`config.mk`:
```
export PLATFORM = sky130hd
export DESIGN_NAME = uart_rx_core_flat
export DESIGN_NICKNAME = d
export VERILOG_FILES = /design/src/rtl/uart_rx_core_if.sv /design/src/rtl/uart_rx_core.sv /design/src/flat_wrapper.sv
export SDC_FILE = /design/constraint.sdc
export NUM_CORES = 1
export LEC_CHECK = 0
export CORE_MARGIN = 2
export CORE_UTILIZATION = 42
export CTS_CLUSTER_SIZE = 16
export DETAILED_ROUTE_END_ITERATION = 12
export HOLD_SLACK_MARGIN = 0.12
export PLACE_DENSITY = 0.67
export SYNTH_ARGS = -nofsm -noshare
export SYNTH_HDL_FRONTEND = slang
export SYNTH_SLANG_ARGS = --single-unit
```
`constraint.sdc`:
```
create_clock -name clk -period 2.1 [get_ports clk]
set_input_delay 0.42 -clock clk [delete_from_list [all_inputs] [get_ports clk]]
set_output_delay 0.42 -clock clk [all_outputs]
set_load 0.03 [all_outputs]
```
`src/rtl/uart_rx_core_if.sv`:
```
// rtl/uart_rx_core_if.sv - serial line and received-byte bundle for uart_rx_core
`timescale 1ns/1ps
interface uart_rx_core_if;
    logic       rx;
    logic       ready;
    logic [7:0] data;

    modport master (output rx, input ready, input data);
    modport slave  (input rx, output ready, output data);
endinterface

```
`src/rtl/uart_rx_core.sv`:
```
// rtl/uart_rx_core.sv - 8N1 UART receiver with mid-bit sampling
`timescale 1ns/1ps
module uart_rx_core #(
    parameter int CLK_FREQ     = 100_000_000,
    parameter int BAUD         = 115_200,
    parameter int CLKS_PER_BIT = CLK_FREQ / BAUD,
    parameter int HALF_BIT     = CLKS_PER_BIT / 2
) (
    input  logic          clk,
    input  logic          rst,
    uart_rx_core_if.slave bus
);
    localparam int CW = (CLKS_PER_BIT > 2) ? $clog2(CLKS_PER_BIT) : 1;
    localparam logic [CW-1:0] BIT_LAST  = CW'(CLKS_PER_BIT - 1);
    localparam logic [CW-1:0] HALF_LAST = CW'(HALF_BIT - 1);

    typedef enum logic [2:0] {
        S_IDLE,
        S_START,
        S_DATA,
        S_STOP,
        S_WAIT_IDLE
    } state_t;

    state_t        state_q, state_d;
    logic [CW-1:0] cnt_q, cnt_d;
    logic [2:0]    bit_idx_q, bit_idx_d;
    logic [7:0]    shift_q, shift_d;
    logic [7:0]    data_q, data_d;
    logic          ready_q, ready_d;
    logic          rx_meta_q, rx_meta_d;
    logic          rx_s_q, rx_s_d;

    always_comb begin
        state_d   = state_q;
        cnt_d     = cnt_q;
        bit_idx_d = bit_idx_q;
        shift_d   = shift_q;
        data_d    = data_q;
        ready_d   = 1'b0;
        rx_meta_d = bus.rx;
        rx_s_d    = rx_meta_q;

        case (state_q)
            S_IDLE: begin
                cnt_d = '0;
                if (!rx_s_q) state_d = S_START;
            end
            S_START: begin
                if (cnt_q == HALF_LAST) begin
                    cnt_d = '0;
                    // A start bit that is gone by mid-bit was only a glitch.
                    if (!rx_s_q) begin
                        bit_idx_d = 3'd0;
                        state_d   = S_DATA;
                    end else begin
                        state_d = S_IDLE;
                    end
                end else begin
                    cnt_d = cnt_q + CW'(1);
                end
            end
            S_DATA: begin
                if (cnt_q == BIT_LAST) begin
                    cnt_d   = '0;
                    shift_d = {rx_s_q, shift_q[7:1]};
                    if (bit_idx_q == 3'd7) state_d = S_STOP;
                    else                   bit_idx_d = bit_idx_q + 3'd1;
                end else begin
                    cnt_d = cnt_q + CW'(1);
                end
            end
            S_STOP: begin
                if (cnt_q == BIT_LAST) begin
                    cnt_d = '0;
                    // Leave at mid stop bit so an early next start edge is not missed.
                    if (rx_s_q) begin
                        data_d  = shift_q;
                        ready_d = 1'b1;
                        state_d = S_IDLE;
                    end else begin
                        state_d = S_WAIT_IDLE;
                    end
                end else begin
                    cnt_d = cnt_q + CW'(1);
                end
            end
            S_WAIT_IDLE: begin
                cnt_d = '0;
                if (rx_s_q) state_d = S_IDLE;
            end
            default: begin
                cnt_d   = '0;
                state_d = S_IDLE;
            end
        endcase
    end

    always_ff @(posedge clk or negedge rst) begin
        if (!rst) begin
            state_q   <= S_IDLE;
            cnt_q     <= '0;
            bit_idx_q <= 3'd0;
            shift_q   <= 8'h00;
            data_q    <= 8'h00;
            ready_q   <= 1'b0;
            rx_meta_q <= 1'b1;
            rx_s_q    <= 1'b1;
        end else begin
            state_q   <= state_d;
            cnt_q     <= cnt_d;
            bit_idx_q <= bit_idx_d;
            shift_q   <= shift_d;
            data_q    <= data_d;
            ready_q   <= ready_d;
            rx_meta_q <= rx_meta_d;
            rx_s_q    <= rx_s_d;
        end
    end

    assign bus.ready = ready_q;
    assign bus.data  = data_q;
endmodule

```
`src/flat_wrapper.sv`:
```
// flat-port wrapper written by rule: the top's interface ports become plain ports
module uart_rx_core_flat 
#(
    parameter int CLK_FREQ     = 100_000_000,
    parameter int BAUD         = 115_200,
    parameter int CLKS_PER_BIT = CLK_FREQ / BAUD,
    parameter int HALF_BIT     = CLKS_PER_BIT / 2
)
  (clk, rst, bus_rx, bus_ready, bus_data);
  uart_rx_core_if bus_i ();
  input  logic clk;
  input  logic rst;
  input wire logic [$bits(bus_i.rx)-1:0] bus_rx;
  output wire logic [$bits(bus_i.ready)-1:0] bus_ready;
  output wire logic [$bits(bus_i.data)-1:0] bus_data;
  assign bus_i.rx = bus_rx;
  assign bus_ready = bus_i.ready;
  assign bus_data = bus_i.data;
  uart_rx_core #(.CLK_FREQ(CLK_FREQ), .BAUD(BAUD), .CLKS_PER_BIT(CLKS_PER_BIT), .HALF_BIT(HALF_BIT)) u_core (.clk(clk), .rst(rst), .bus(bus_i));
endmodule
```
---- Yosys cells after proc, flatten, opt, wreduce, memory -nomap -nowiden ----
Index checks and enable logic that the tools add are counted.
storage, ports and cells
  register bits ........................... 35
  bits in latches ......................... 0
  bits in writable memories ............... 0
  bits in read-only memories .............. 0
  input port bits ......................... 3
  output and inout bits ................... 9
  memories kept ........................... 0
cells by class
  add/sub/neg operators ................... 2
  multiply operators ...................... 0
  div/mod/pow operators ................... 0
  $lt $le $gt $ge ......................... 0
  equality and inequality tests ........... 15
  shifts and indexed selects .............. 0
  mux-type cells .......................... 20
  bitwise gates (word level) .............. 0
  reductions and logical operators ........ 7
operator list
  operator                                         number
  two-way mux 3 bit                                11
  two-way mux 10 bit                               2
  one-hot mux 10 bit (2 select lines)              1
  one-hot mux 3 bit (5 select lines)               1
  adder 10 x 1 -> 10 bit (second input constant)   1
  == test 10 bit (second input constant)           1
  == test 10 x 9 -> 1 bit (second input constant)  1
  != test 2 x 1 -> 1 bit (second input constant)   5
  == test 3 x 2 -> 1 bit (second input constant)   2
  == test 3 bit (second input constant)            2
  != test 2 bit (second input constant)            3
  one-hot mux 3 bit (2 select lines)               1
  AND reduction 6 bit                              1
  AND reduction 5 bit                              1
  adder 3 x 1 -> 3 bit (second input constant)     1
  == test 3 x 1 -> 1 bit (second input constant)   1
  logical NOT 3 bit                                1
  two-way mux 1 bit                                3
  AND reduction 3 bit                              1
  two-way mux 2 bit                                1
  AND reduction 2 bit                              1
  nonzero test 2 bit                               1
  OR reduction 2 bit                               1

---- Longest topological paths before layout ----
Gate-level depths: netlist (run 1).
  depth in word-level cells ............... 4
  mapped depth ............................ 7
  gate-level depth less buffers ........... 6

---- Least setup slack after synthesis (run 1) ----
OpenSTA, ideal clock, no wires.
  path type ............................... reg-to-reg
  start ................................... register u_core.cnt_q[0]
  end ..................................... register u_core.data_q[0] (netlist: u_core.bus.data[0])
  arrival time ............................ 1.706 ns
  data required time ...................... 1.975 ns
  path slack .............................. 0.268 ns
  stages on the path, launching flop included .. 7
  path buffers ............................ 1
  cells stage by stage .................... dfrtp_1 > ha_1 > and4bb_4 > and4_4 > and3_1 > buf_6 > mux2_4
between the ends
  word-level cells in the longest chain between the ends .. 2
RTL lines
  item                                  line                 RTL
  start, declared                       uart_rx_core.sv:26   logic [CW-1:0] cnt_q, cnt_d;
  start signal, assigned                uart_rx_core.sv:111  cnt_q <= cnt_d;
  == test 10 bit                        uart_rx_core.sv:74   if (cnt_q == BIT_LAST) begin
  AND reduction 3 bit (no source line)  --
  end signal, assigned                  uart_rx_core.sv:114  data_q <= data_d;
  end, declared                         uart_rx_core.sv:29   logic [7:0] data_q, data_d;
Every way passes these cells.
A chain may end at the register's enable or synchronous reset.

---- Worst setup path in the final report (run 1) ----
  start ................................... register u_core.cnt_q[0]
  end ..................................... register u_core.data_q[4] (netlist: u_core.bus.data[4])
The elaborated chain is that of the path after synthesis.

==> flow_metrics.tcl, run 1 <==
set metrics [dict create \
    yosysWarnings 0 \
    r2r_slack_ns 0.12 \
    fmax_mhz 504 \
    grt-ovfl-total 0 \
    cp_slowest_cell "dfrtp_1" \
    worst_slack_ns 0.116 \
    vias_per_cell 5.05 \
    ys_ff_latch 35 \
    worstSetupStartpointType "flop" \
    io_buffers 11 \
    clk_pin_slew_ns 0.07 \
    dieArea_sq_mm 0.00449 \
    drt-total-wl_mm 2.75 \
    drive_gt1_frac 0.258 \
    final_cell_mix "dfrtp_1 (33), nor2_1 (14), clkdlybuf4s50_1 (11)" \
    endpoint_kind "flop" \
    rsz0062_at_grt "no" \
    setup_violations 0 \
    vias 1005 \
    min_period_ns 1.98 \
    cp_cell_sequence "ha_1 -> and4bb_4 -> and4_4 -> and3_1 -> buf_12 -> mux2_4" \
    synth_area_sq_mm 0.00167 \
    cts_resized 0 \
    cts_max_level 2 \
    crit_required_ns 2.28 \
    numCtsBuffers 5 \
    syn2layout_area_growth_pct 17.1 \
    ys_seq_area_frac 0.527 \
    cap_violations 0 \
    grt_usage 0.146 \
    layout_commonest_cell "dfrtp_1" \
    grt_pass1_vias 1046 \
    slew_headroom 0.715 \
    dp_slack_ns 0.122 \
    hold_violations 0 \
    report.final.slew_viol_count 0 \
    synth.net_count 139 \
    worstMarginPinSlew_ns 0.428 \
    ctsHoldBuffers 0 \
    critPathArrivalTime_ns 2.16 \
    crit_fanout 9 \
    fin_crit_sh 0.945 \
    place.gp.congestion 0.926 \
    cts-root-buf "clkbuf_8" \
    ioPinCount 12 \
    ant_nets 0 \
    ys_types 36 \
    power.density_mw_per_mm2 624 \
    hold_path_class "reg -> reg" \
    nNetsFinal 157 \
    post-route-drc-count 0 \
    initial_utilization 0.446 \
    cts_tree "done" \
    rows 22 \
    cts_setup_buffers 0 \
    crit_path_max_incr_delay_ns 0.42 \
    die_height_um 67.0 \
    critPathKind "reg -> reg" \
    wl_per_cell_um 13.8 \
    vdd.ir_drop.worst_mv 0.511 \
    insertedDiodeCount 0 \
    p_leak_nw 0.886 \
    setup-tns-final_ns 0 \
    design.core.area_sq_mm 0.00374 \
    hpwl_mm 1.89 \
    syn_avg_cell_area_sq_um 12.6 \
    drt-pass1-iter-count 4 \
    clock_tree.buffer_depth 2 \
    hold_slack_ns 0.358 \
    netlist_instances 132 \
    status "finished, final reports clean" \
    drt_iter0_markers 32 \
    grt_pass1_wl_mm 4.76 \
    grt_max_degree 36 \
    die_w_um 67.0 \
    clkSinkCount 35 \
    antenna_found_initial 0 \
    skew_ns 0.0104 \
    clk_latency_ns 0.29 \
]
[cells in the mapped netlist]
| cell type | instances | share of area |
|---|---|---|
| and4bb_4 | 1 | 0.0098 |
| ha_1 | 4 | 0.030 |
| dfstp_2 | 2 | 0.032 |
| nor2b_1 | 2 | 0.0075 |
| nor3_1 | 3 | 0.0090 |
| and2_1 | 1 | 0.0038 |
| a221oi_4 | 1 | 0.016 |
| nand4b_1 | 1 | 0.0053 |
| mux2_2 | 8 | 0.054 |
| a211oi_1 | 1 | 0.0045 |
| a221oi_1 | 1 | 0.0053 |
| nand3_1 | 5 | 0.015 |
| nand4_1 | 1 | 0.0038 |
| mux2i_1 | 2 | 0.012 |
| nor3b_4 | 2 | 0.023 |
| nand2_1 | 7 | 0.016 |
| nor2_1 | 14 | 0.032 |
| inv_1 | 8 | 0.018 |
| a22oi_1 | 1 | 0.0045 |
| o21ai_0 | 1 | 0.0030 |
| and3_1 | 1 | 0.0038 |
| and4_4 | 1 | 0.0068 |
| buf_6 | 1 | 0.0068 |
| dfrtp_1 | 33 | 0.50 |
| mux2_4 | 9 | 0.081 |
| xor2_1 | 3 | 0.016 |
| a41o_1 | 1 | 0.0060 |
| a311oi_1 | 1 | 0.0053 |
| nor4_1 | 1 | 0.0038 |
| xnor2_1 | 6 | 0.032 |
| buf_2 | 3 | 0.0090 |
| nand2b_2 | 1 | 0.0053 |
| and4bb_2 | 1 | 0.0075 |
| or3_1 | 2 | 0.0075 |
| nand4_2 | 1 | 0.0075 |
| a211o_1 | 1 | 0.0053 |
[critical path, delay by kind of cell (launching register included)]
| family | cells | cell delay (ns) |
|---|---|---|
| DFF | 1 | 0.42 |
| muxes | 1 | 0.29 |
| adders and majority gates | 1 | 0.27 |
| buffers and inverters | 1 | 0.15 |
| and+or+nand+nor | 3 | 0.74 |
[routing by layer]
layer  global-route usage  vias up  share of wire
li1                     -      492              -
met1                0.185      489           0.47
met2                0.224       18           0.46
met3               0.0507        6          0.042
met4               0.0612        0          0.019
met5                    0        -              0
[path summary, 6_finish.rpt]
check,from,end,cells after the start
setup / recovery,u_core.cnt_q[0],u_core.bus.data[4],6
hold / removal,u_core.rx_meta_q,u_core.rx_s_q,0
setup reg to reg,u_core.cnt_q[0],u_core.bus.data[4],6
hold reg to reg,u_core.rx_meta_q,u_core.rx_s_q,0
max in group asynchronous,rst,u_core.rx_s_q,2
min in group asynchronous,rst,u_core.cnt_q[9],2
[final cells by class]
| cell class | count | area (sq um) |
|---|---|---|
| fillers | 342 | 1790 |
| inverters | 8 | 30.0 |
| well taps | 48 | 60.1 |
| clock buffers | 6 | 82.6 |
| repair buffers | 15 | 153 |
| clock inverters | 2 | 16.3 |
| flip-flops and latches | 35 | 878 |
| multi-input cells | 85 | 733 |
[metrics by stage]
step	instances	utilization	area (sq um)	power, mW
global placement	191	0.495	1850	0.710
CTS	199	0.522	1950	1.24
global route	199	0.522	1950	1.26
finish	199	0.522	1950	1.22
detailed placement	191	0.495	1850	0.710
floorplan	132	-	1670	0.692
[power breakdown]
group,switching [mW],internal [mW]
sequential,0.00164,0.677
clock,0.255,0.267
combinational,0.0130,0.00464
total,0.270,0.949
[registers in the layout, indices dropped and copies added, names as in the netlist]
signal and cells:
u_core.rx_s_q 1, u_core.state_q 3, u_core.shift_q 8, u_core.cnt_q 10, u_core.bit_idx_q 3, u_core.rx_meta_q 1, u_core.bus.data 8, u_core.bus.ready 1
[cell families (layout without fill, tap and decap cells)]
kind of cell    after synthesis  count (layout)  synth area share
flops                        35              35             0.527
fa+ha+maj                     4               4            0.0300
buf+inv                      12              31            0.0338
xor+xnor                      9               9            0.0473
mux                          19              19             0.147
simple gates                 45              45             0.166
compound gates                8               8            0.0495
Note: power is estimated with default switching activity, not from simulation.
==> inputs of run 2 (changes only) <==
--- a/config.mk
+++ b/config.mk
@@ -5,7 +5,8 @@
 export SDC_FILE = /design/constraint.sdc
 export NUM_CORES = 1
 export LEC_CHECK = 0
-export CORE_MARGIN = 2
+export ABC_AREA = 1
+export CORE_MARGIN = 3
 export CORE_UTILIZATION = 42
 export CTS_CLUSTER_SIZE = 16
 export DETAILED_ROUTE_END_ITERATION = 12
==> run 2 against run 1 <==
Net effect:
- via count rose by 23%
- sequential power barely moved
- final area rose by 0.58%
- combinational power rose by 13%
- critical endpoint is now bus_data[1]
==> flow_metrics.tcl, run 2 <==
set metrics [dict create \
    wl_per_cell_um 11.2 \
    syn2layout_area_growth_pct 13.3 \
    swShare 0.209 \
    ioPinCount 12 \
    path_buf_inv 1 \
    hold_violations 0 \
    grt_pass1_wl_mm 5.11 \
    grt_max_degree 36 \
    syn_avg_cell_area_sq_um 8.63 \
    cp-startpoint "u_core.bus.data[1]" \
    cts_tree "done" \
    fin_crit_sh 0.833 \
    synth_top_family_by_area "simple AND/OR/NAND/NOR gates" \
    largest_reg_flops 10 \
    largest_register "u_core.cnt_q" \
    hold_path_class "in -> async" \
    initial_utilization 0.453 \
    hpwl_mm 2.10 \
    setup_violations 0 \
    r2r_slack_ns 0.37 \
    drt-pass1-iter-count 4 \
    met1Wirelength_mm 1.48 \
    grt-ovfl-total 0 \
    yosysWarnings 0 \
    cts_setup_buffers 0 \
    clkSinkCount 35 \
    cap_violations 0 \
    power.share.sequential 0.572 \
    worstSetupStartpointType "flop" \
    clkPwrFrac 0.411 \
    synth_compound_area_frac 0.0786 \
    ff_latch_area_sq_um 878 \
    rsz0062_at_grt "no" \
    insertedDiodeCount 0 \
    vdd.ir_drop.worst_mv 0.399 \
    place.gp.congestion 0.783 \
    critPathArrivalTime_ns 1.33 \
    route.met3.wl_um 97 \
    drt_iter0_markers 85 \
    cts_max_level 2 \
    synth.net_count 208 \
    die_height_um 70.3 \
    synth_fa_ha_area_frac 0.0289 \
    ff2ff_path_depth 8 \
    cts_resized 0 \
    grt_pass1_vias 1157 \
    critical_path_depth 1 \
    fin_area_sq_mm 0.00196 \
    vias_per_cell 4.68 \
    yosys-top-cells-count "nand2_1 (49), dfrtp_1 (33), nor2_1 (30)" \
    pwr-share-comb 0.017 \
    p_leak_nw 0.944 \
    setup-tns-final_ns 0 \
    clk_latency_ns 0.29 \
    multiInputGateArea_sq_um 732 \
    cts-root-buf "clkbuf_8" \
    synth_flop_cell "dfrtp_1" \
    report.final.slew_viol_count 0 \
    skew_ns 0.00325 \
    dp_cells 258 \
    ys_ff_latch 35 \
    post-route-drc-count 0 \
    power.density_mw_per_mm2 604 \
    clock_tree.buffer_depth 2 \
    crit_path_max_incr_delay_ns 0.68 \
    wl_met2_mm 1.35 \
    vias 1241 \
    endpoint_kind "output pin" \
    nNetsFinal 224 \
    yosys.area_share.simple 0.279 \
    grt_usage 0.134 \
    crit_fanout 2 \
    intPower_mw 0.938 \
    synthDominantCellAreaShare 0.476 \
    dieArea_sq_mm 0.00494 \
    ys_seq_area_frac 0.506 \
    layout_commonest_cell "nand2_1" \
    n_fill_cell 374 \
    drt-total-wl_mm 2.98 \
    async_reset_ff_frac 1.00 \
    ant_nets 0 \
    rows 22 \
    synth.most_common_cell "nand2_1" \
    stdcell_count 265 \
    clk_pin_slew_ns 0.06 \
    drive_gt1_frac 0.184 \
    crit_required_ns 1.68 \
    fmax_mhz 572 \
    synth_xor_area_frac 0.0354 \
    numCtsBuffers 5 \
    synth_area_sq_mm 0.00173 \
    p_total_mw 1.19 \
    power_switching_mw 0.248 \
    r2r_start "u_core.cnt_q[0]" \
    min_period_ns 1.75 \
    synth_area_leaders "dfrtp_1 (48%), nand2_1 (11%), o21ai_2 (7.6%), nor2_1 (6.5%), inv_1 (5.0%)" \
    ctsHoldBuffers 0 \
    placed_area_sq_mm 0.00188 \
    cp_top_family "buffers and inverters" \
    routed.top_layer "met4" \
    worstMarginPinSlew_ns 0.782 \
    synth_top_area_cell "dfrtp_1" \
    ys_types 19 \
    muxShareOfSynthArea 0 \
    io_buffers 11 \
    slew_headroom 0.479 \
    synth-edff-count 0 \
    final_cell_mix "nand2_1 (49), dfrtp_1 (33), nor2_1 (30)" \
    antenna_found_initial 0 \
    design.core.area_sq_mm 0.00383 \
    netlist_instances 201 \
    cp_cell_sequence "clkdlybuf4s50_1" \
    cp_slowest_cell "clkdlybuf4s50_1" \
    critPathKind "reg -> out" \
    die_w_um 70.3 \
    status "finished, final reports clean" \
]
-- run 2: cell count changes after synthesis, sizes merged, moves of 9 or more --
cell,previous run,this run
mux2,17,0
nand2,7,57
inv,8,27
nor2,14,31
o21ai,1,15
nand3,5,14
-- run 2: logic make-up (layout without fill, tap and decap cells) --
group | after synthesis | in the layout
xor gates and xnor gates | 7 | 7
buffers and inverters | 29 | 45
AOI/OAI and AO/OA | 16 | 16
adders and majority gates | 4 | 4
and+or+nand+nor | 110 | 110
DFF | 35 | 35
-- run 2: layer usage --
metal | vias to the layer above | GRT usage
li1 | 659 | -
met1 | 566 | 0.172
met2 | 12 | 0.198
met3 | 4 | 0.0345
met4 | 0 | 0.0894
met5 | - | 0
-- run 2: stage by stage --
stage | util | hold slack [ns] | setup slack (ns)
4_1_cts | 0.513 | 0.236 | 0.332
3_5_place_dp | 0.491 | 0.348 | 0.389
6_report | 0.513 | 0.208 | 0.352
5_1_grt | 0.513 | 0.273 | 0.172
3_3_place_gp | 0.491 | 0.346 | 0.438
2_1_floorplan | - | 0.124 | 0.605
-- run 2: worst register-to-register path: cells and delay by family, from the launching register on --
kind	cells	cell delay, ns
buffers and inverters	1	0.06
and+or+nand+nor	5	0.77
AOI/OAI and AO/OA	1	0.06
DFF	1	0.46
adders and majority gates	1	0.27
-- run 2: worst paths after layout --
kind	endpoint
min	u_core.bit_idx_q[2]
min in group clk	u_core.rx_s_q
min reg2reg	u_core.rx_s_q
max in group asynchronous	u_core.cnt_q[8]
max reg2reg	u_core.shift_q[2]
max	bus_data[1]
-- run 2: final cells by class --
cell class	instances	area share
clock buffers	6	0.0420
clock inverters	1	0.00255
inverters	27	0.0516
multi-input cells	137	0.373
flip-flops and latches	35	0.447
well taps	48	0.0306
repair buffers	11	0.0535
-- run 2: power groups by stage --
stage               clock network, mW  registers (mW)  logic (mW)
floorplan                           0           0.691     0.00403
global placement                    0           0.691      0.0212
detailed placement                  0           0.691      0.0212
CTS                             0.507           0.678      0.0214
global route                    0.531           0.678      0.0239
finish                          0.488           0.678      0.0200
